`src/rtl/traffic_pkg.sv`:
```
// Shared types for the traffic-light sequencer: state enum, lamp encodings, durations.
// The WALK state exists only when TRAFFIC_WALK_EN is defined.
package traffic_pkg;

  typedef enum logic [2:0] {
    MG_BASE = 3'd0,
    MG_EXT  = 3'd1,
    M_YEL   = 3'd2,
`ifdef TRAFFIC_WALK_EN
    WALK    = 3'd3,
`endif
    SG_BASE = 3'd4,
    SG_EXT  = 3'd5,
    S_YEL   = 3'd6
  } state_t;

  localparam logic [2:0] RED = 3'b100;
  localparam logic [2:0] YEL = 3'b010;
  localparam logic [2:0] GRN = 3'b001;

  typedef logic [3:0] dur_t;

  // Duration loaded into the timer when a phase is entered.
  function automatic dur_t phase_duration(state_t s, dur_t d_base, dur_t d_ext,
                                          dur_t d_yel, dur_t d_walk);
    dur_t d;
    case (s)
      MG_BASE, SG_BASE: d = d_base;
      MG_EXT, SG_EXT:   d = d_ext;
      M_YEL, S_YEL:     d = d_yel;
      default:          d = d_walk;
    endcase
    return d;
  endfunction

endpackage

```
`src/rtl/traffic_fsm_if.sv`:
```
// Signal bundle between the sequencer (master) and its sensors, timer and lamps (slave).
interface traffic_fsm_if;

  logic                sensor;
  logic                walk_button;
  logic                expired;
  logic                start_timer;
  traffic_pkg::dur_t   timer_value;
  logic [2:0]          main_light;
  logic [2:0]          side_light;
  logic                walk;

  modport master (
    input  sensor, walk_button, expired,
    output start_timer, timer_value, main_light, side_light, walk
  );

  modport slave (
    output sensor, walk_button, expired,
    input  start_timer, timer_value, main_light, side_light, walk
  );

endinterface

```
`src/rtl/traffic_light_decode.sv`:
```
// Pure state-to-lamp decoder; the sequencer registers its outputs.
// Decodes the WALK state only when TRAFFIC_WALK_EN is defined.
module traffic_light_decode
  import traffic_pkg::*;
(
  input  state_t     state,
  output logic [2:0] main_light,
  output logic [2:0] side_light,
  output logic       walk
);

  always_comb begin
    main_light = RED;
    side_light = RED;
    walk       = 1'b0;
    case (state)
      MG_BASE, MG_EXT: begin
        main_light = GRN;
        side_light = RED;
      end
      M_YEL: begin
        main_light = YEL;
        side_light = RED;
      end
      SG_BASE, SG_EXT: begin
        main_light = RED;
        side_light = GRN;
      end
      S_YEL: begin
        main_light = RED;
        side_light = YEL;
      end
`ifdef TRAFFIC_WALK_EN
      WALK: begin
        main_light = RED;
        side_light = RED;
        walk       = 1'b1;
      end
`endif
      default: begin
        main_light = RED;
        side_light = RED;
        walk       = 1'b0;
      end
    endcase
  end

endmodule

```
`src/rtl/traffic_fsm.sv`:
```
// Main/side traffic-light sequencer: loads the phase timer and advances on its expiry pulse.
// Optional pedestrian phase enabled by defining TRAFFIC_WALK_EN.
module traffic_fsm
  import traffic_pkg::*;
#(
  parameter int T_BASE = 6,
  parameter int T_EXT  = 3,
  parameter int T_YEL  = 2,
  parameter int T_WALK = 4
) (
  input logic           clk,
  input logic           sys_reset,
  traffic_fsm_if.master bus
);

  generate
    if (T_BASE < 1 || T_BASE > 15) begin : g_bad_t_base
      $error("traffic_fsm: T_BASE=%0d outside 1..15", T_BASE);
    end
    if (T_EXT < 1 || T_EXT > 15) begin : g_bad_t_ext
      $error("traffic_fsm: T_EXT=%0d outside 1..15", T_EXT);
    end
    if (T_YEL < 1 || T_YEL > 15) begin : g_bad_t_yel
      $error("traffic_fsm: T_YEL=%0d outside 1..15", T_YEL);
    end
    if (T_WALK < 1 || T_WALK > 15) begin : g_bad_t_walk
      $error("traffic_fsm: T_WALK=%0d outside 1..15", T_WALK);
    end
  endgenerate

  localparam dur_t D_BASE = dur_t'(T_BASE);
  localparam dur_t D_EXT  = dur_t'(T_EXT);
  localparam dur_t D_YEL  = dur_t'(T_YEL);
  localparam dur_t D_WALK = dur_t'(T_WALK);

  state_t     state_reg, state_next;
  logic       start_reg, start_next;
  dur_t       value_reg, value_next;
  logic [2:0] main_reg, main_next;
  logic [2:0] side_reg, side_next;
  logic       walk_reg, walk_next;
  logic       pending_reg;
  logic       take;

`ifdef TRAFFIC_WALK_EN
  logic pending_next;
`else
  logic walk_button_unused;
  assign walk_button_unused = bus.walk_button;
  assign pending_reg        = 1'b0;
`endif

  // An expiry coinciding with our own load strobe belongs to the old phase and is dropped.
  always_comb begin
    state_next = state_reg;
    take       = !start_reg && bus.expired;
    if (take) begin
      case (state_reg)
        MG_BASE: state_next = bus.sensor ? MG_EXT : M_YEL;
        MG_EXT:  state_next = M_YEL;
        M_YEL: begin
`ifdef TRAFFIC_WALK_EN
          state_next = pending_reg ? WALK : SG_BASE;
`else
          state_next = SG_BASE;
`endif
        end
`ifdef TRAFFIC_WALK_EN
        WALK:    state_next = SG_BASE;
`endif
        SG_BASE: state_next = bus.sensor ? SG_EXT : S_YEL;
        SG_EXT:  state_next = S_YEL;
        S_YEL:   state_next = MG_BASE;
        default: state_next = MG_BASE;
      endcase
    end
    start_next = take;
    value_next = take ? phase_duration(state_next, D_BASE, D_EXT, D_YEL, D_WALK)
                      : value_reg;
  end

`ifdef TRAFFIC_WALK_EN
  // A press on the same edge that enters WALK keeps the request for the next round.
  always_comb begin
    pending_next = pending_reg;
    if (take && state_next == WALK) begin
      pending_next = 1'b0;
    end
    if (bus.walk_button) begin
      pending_next = 1'b1;
    end
  end

  always_ff @(posedge clk or posedge sys_reset) begin
    if (sys_reset) begin
      pending_reg <= 1'b0;
    end else begin
      pending_reg <= pending_next;
    end
  end
`endif

  traffic_light_decode u_decode (
    .state      (state_next),
    .main_light (main_next),
    .side_light (side_next),
    .walk       (walk_next)
  );

  always_ff @(posedge clk or posedge sys_reset) begin
    if (sys_reset) begin
      state_reg <= MG_BASE;
      start_reg <= 1'b1;
      value_reg <= D_BASE;
      main_reg  <= GRN;
      side_reg  <= RED;
      walk_reg  <= 1'b0;
    end else begin
      state_reg <= state_next;
      start_reg <= start_next;
      value_reg <= value_next;
      main_reg  <= main_next;
      side_reg  <= side_next;
      walk_reg  <= walk_next;
    end
  end

  assign bus.start_timer = start_reg;
  assign bus.timer_value = value_reg;
  assign bus.main_light  = main_reg;
  assign bus.side_light  = side_reg;
  assign bus.walk        = walk_reg;

endmodule

```
`src/flat_wrapper.sv`:
```
// flat-port wrapper written by rule: the top's interface ports become plain ports
module traffic_fsm_flat import traffic_pkg::*;
#(
  parameter int T_BASE = 6,
  parameter int T_EXT  = 3,
  parameter int T_YEL  = 2,
  parameter int T_WALK = 4
)
  (clk, sys_reset, bus_sensor, bus_walk_button, bus_expired, bus_start_timer, bus_timer_value, bus_main_light, bus_side_light, bus_walk);
  traffic_fsm_if bus_i ();
  input logic clk;
  input logic sys_reset;
  input wire logic [$bits(bus_i.sensor)-1:0] bus_sensor;
  input wire logic [$bits(bus_i.walk_button)-1:0] bus_walk_button;
  input wire logic [$bits(bus_i.expired)-1:0] bus_expired;
  output wire logic [$bits(bus_i.start_timer)-1:0] bus_start_timer;
  output wire logic [$bits(bus_i.timer_value)-1:0] bus_timer_value;
  output wire logic [$bits(bus_i.main_light)-1:0] bus_main_light;
  output wire logic [$bits(bus_i.side_light)-1:0] bus_side_light;
  output wire logic [$bits(bus_i.walk)-1:0] bus_walk;
  assign bus_i.sensor = bus_sensor;
  assign bus_i.walk_button = bus_walk_button;
  assign bus_i.expired = bus_expired;
  assign bus_start_timer = bus_i.start_timer;
  assign bus_timer_value = bus_i.timer_value;
  assign bus_main_light = bus_i.main_light;
  assign bus_side_light = bus_i.side_light;
  assign bus_walk = bus_i.walk;
  traffic_fsm #(.T_BASE(T_BASE), .T_EXT(T_EXT), .T_YEL(T_YEL), .T_WALK(T_WALK)) u_core (.clk(clk), .sys_reset(sys_reset), .bus(bus_i));
endmodule
```
`config.mk`:
```
export PLATFORM = sky130hd
export DESIGN_NAME = traffic_fsm_flat
export DESIGN_NICKNAME = d
export VERILOG_FILES = /design/src/rtl/traffic_pkg.sv /design/src/rtl/traffic_fsm_if.sv /design/src/rtl/traffic_light_decode.sv /design/src/rtl/traffic_fsm.sv /design/src/flat_wrapper.sv
export SDC_FILE = /design/constraint.sdc
export NUM_CORES = 1
export LEC_CHECK = 0
export CAP_MARGIN = 30
export CORE_UTILIZATION = 35
export CTS_CLUSTER_DIAMETER = 200
export DETAILED_ROUTE_END_ITERATION = 10
export GPL_TIMING_DRIVEN = 1
export PLACE_DENSITY_LB_ADDON = 0.08
export SYNTH_ARGS = -nofsm -noshare
export SYNTH_HDL_FRONTEND = slang
export SYNTH_SLANG_ARGS = --single-unit
```
`constraint.sdc`:
```
create_clock -name clk -period 1.3 [get_ports clk]
set_input_delay 0.13 -clock clk [delete_from_list [all_inputs] [get_ports clk]]
set_output_delay 0.13 -clock clk [all_outputs]
set_load 0.1 [all_outputs]
```
==> metrics.txt <==
drt total wl=928 µm; total number of H-tree levels=1; all-layer global routing usage=0.143; cell count of the worst reg-to-reg path=4; worst setup path start=u_core.bus.start_timer$_DFF_PP1_; kind of critical path=register to register; Tot Pwr=2.22 mW; commonest cells in the netlist=9 x nand2_1, 8 x dfrtp_1, 5 x dfstp_2; Syn Inst Count=50; WL per Instance=11.3 µm; largest cells by area after synthesis=dfrtp_1 37%, dfstp_2 24%, nand2_1 6.2%, buf_4 4.1%, o21ai_0 3.7%; ANT cells=0; GRT overflow=0; clk buf depth=2; Min-Delay Path Class=input pin to asynchronous set/reset pin; CP max FO=7; initial antenna violation count=0; fin crit period=1.24 ns; RSZ-0062 raised after global routing=false; Initial Util=0.397; status=finished clean; leakage power=0.380 nW; Routability Congestion=0.789; synth-to-layout area growth=53.0%; Peak Freq=809 MHz; Seq pwr share=0.310; Internal=1.12 mW; worst vdd ir=1.36 mV; asr flop ratio synth=1.00; synthesis warning total=0; DRC=0; sequential element share of the synthesized area=0.611; Reg2Reg Launch Point=u_core.bus.start_timer$_DFF_PP1_; clock root buffer=clkbuf_4; Post-synth EDFFs=0; vias per std cell=4.72; post-CTS sizing=0; post-CTS setup buffers=0; register-to-register setup slack=0.06 ns; DR vias=387; crit path DAT=1.44 ns; final core occ=0.608; 1st-iter DRT viols=4; top-level I/O count=17; first-pass GRT wire length=1.51 mm; fin. max-slew vios=0; Die Y=41.4 µm; # rows=13; mean area per synthesized cell=10.9 µm²; Crit. End Element=register; die area=1710 µm²; core area=1370 µm²; CTS tree=yes; clock latency on the worst-skew pair=0.27 ns; Req. time, crit path=1.50 ns; Combinational Power Share=0.582; Layout fillers=116; Switch Pwr=1.10 mW; Post-Layout Cell Count=82; Final ANT Viol Nets=0; Placed Instances=78; most used flip-flop cell after synthesis=dfrtp_1; # nets final=73; Fin. Hold Viols=0; Distinct cells, synth=20; Worst setup SP type=register; post-synth design cell area=543 µm²; layout cells sized above 1=0.403; #FFs+latches synth=13; power density cells=2670 nW/µm²; post-synth top area share=0.369; skew final=0.000849 ns; cell taking the most area after synthesis=dfrtp_1; Detailed Place HPWL=730 µm; # setup viols final=0; CTS buffer count=3; Clk network pwr share=0.108; Worst R2R End=u_core.bus.main_light[1]$_DFF_PP0_; pin count of the biggest net entering global routing=14; setup_tns=0 ns; number of global-route vias before repair=348; switching share of power=0.495; Final period util=0.951; die width=41.4 µm; most numerous cell in the Yosys netlist=nand2_1; TritonCTS Sinks=13; CTS Hold Bufs=0; Clock Pin Slew Worst Setup and Hold Paths=0.07 ns; max_cap viols=0; input/output buffers=13; drt first pass iters=2
area by class of cell:
cell class / instances / area, µm² / area share
Clock buffer: 4 / 26.3 / 0.0316
Inverter: 3 / 13.8 / 0.0166
Multi-Input combinational cell: 32 / 191 / 0.230
Sequential cell: 13 / 335 / 0.404
Tap cell: 15 / 18.8 / 0.0226
Timing Repair Buffer: 15 / 245 / 0.295
worst max path at each step:
stage / to / slack, ns / cells past startpoint
final: u_core.bus.main_light[1]$_DFF_PP0_ / 0.06 / 4
after global routing: u_core.bus.main_light[1]$_DFF_PP0_ / 0.007 / 4
after CTS: u_core.bus.main_light[1]$_DFF_PP0_ / 0.05 / 4
after detailed placement: u_core.bus.main_light[1]$_DFF_PP0_ / -0.02 / 4
after global placement: u_core.bus.side_light[1]$_DFF_PP0_ / -0.003 / 4
after floorplan: u_core.bus.side_light[1]$_DFF_PP0_ / -0.08 / 4
stage by stage:
stage | instance area (µm²) | worst slack [ns] | hold WS (ns)
finish | 831 | 0.0643 | 0.167
global route | 831 | 0.00716 | 0.236
CTS | 831 | 0.0548 | 0.186
detailed placement | 805 | -0.0224 | 0.472
global placement | 805 | -0.00256 | 0.473
floorplan | 567 | -0.0828 | 0.00338
worst max-delay path, cell delays in order (launching register included):
cell,delay (ns)
dfstp_4,0.64
nand2b_4,0.13
buf_4,0.14
nand3_2,0.11
a21oi_2,0.15
power by group through the flow:
stage / sequential, mW / combinational, mW / clock [mW]
detailed placement: 0.696 / 1.30 / 0
global placement: 0.689 / 1.29 / 0
global route: 0.704 / 1.34 / 0.263
finish: 0.688 / 1.29 / 0.240
floorplan: 1.30 / 0.225 / 0
CTS: 0.689 / 1.30 / 0.250
layer usage:
metal / vias up / global-route usage / part of all wire
met5: - / 0 / 0
met4: 0 / 0.0484 / 0.012
met3: 2 / 0.0638 / 0.047
met2: 14 / 0.238 / 0.50
met1: 179 / 0.163 / 0.44
li1: 192 / - / -
logic make-up (layout without fill, tap and decap cells):
group | after synthesis | count (layout) | share of synthesized area
and+or+nand+nor | 22 | 22 | 0.221
DFF | 13 | 13 | 0.611
AOI/OAI and AO/OA | 8 | 8 | 0.0991
buffers and inverters | 6 | 22 | 0.0622
other | 1 | 2 | 0.00691
cells in the final DEF, fill, tap and decap left out, drive strengths merged:
master / netlist / routed
a211oi: 1 / 1
a21boi: 1 / 1
a21oi: 1 / 1
a31oi: 1 / 1
and2: 1 / 1
buf: 3 / 12
clkbuf: 0 / 4
clkdlybuf4s50: 0 / 3
conb: 1 / 2
dfrtp: 8 / 8
dfstp: 5 / 5
inv: 3 / 3
nand2: 9 / 9
nand2b: 2 / 2
nand3: 2 / 2
nand3b: 2 / 2
nor2: 3 / 3
nor2b: 2 / 2
o21ai: 4 / 4
or3: 1 / 1
Power figures use the tool's default switching activity.
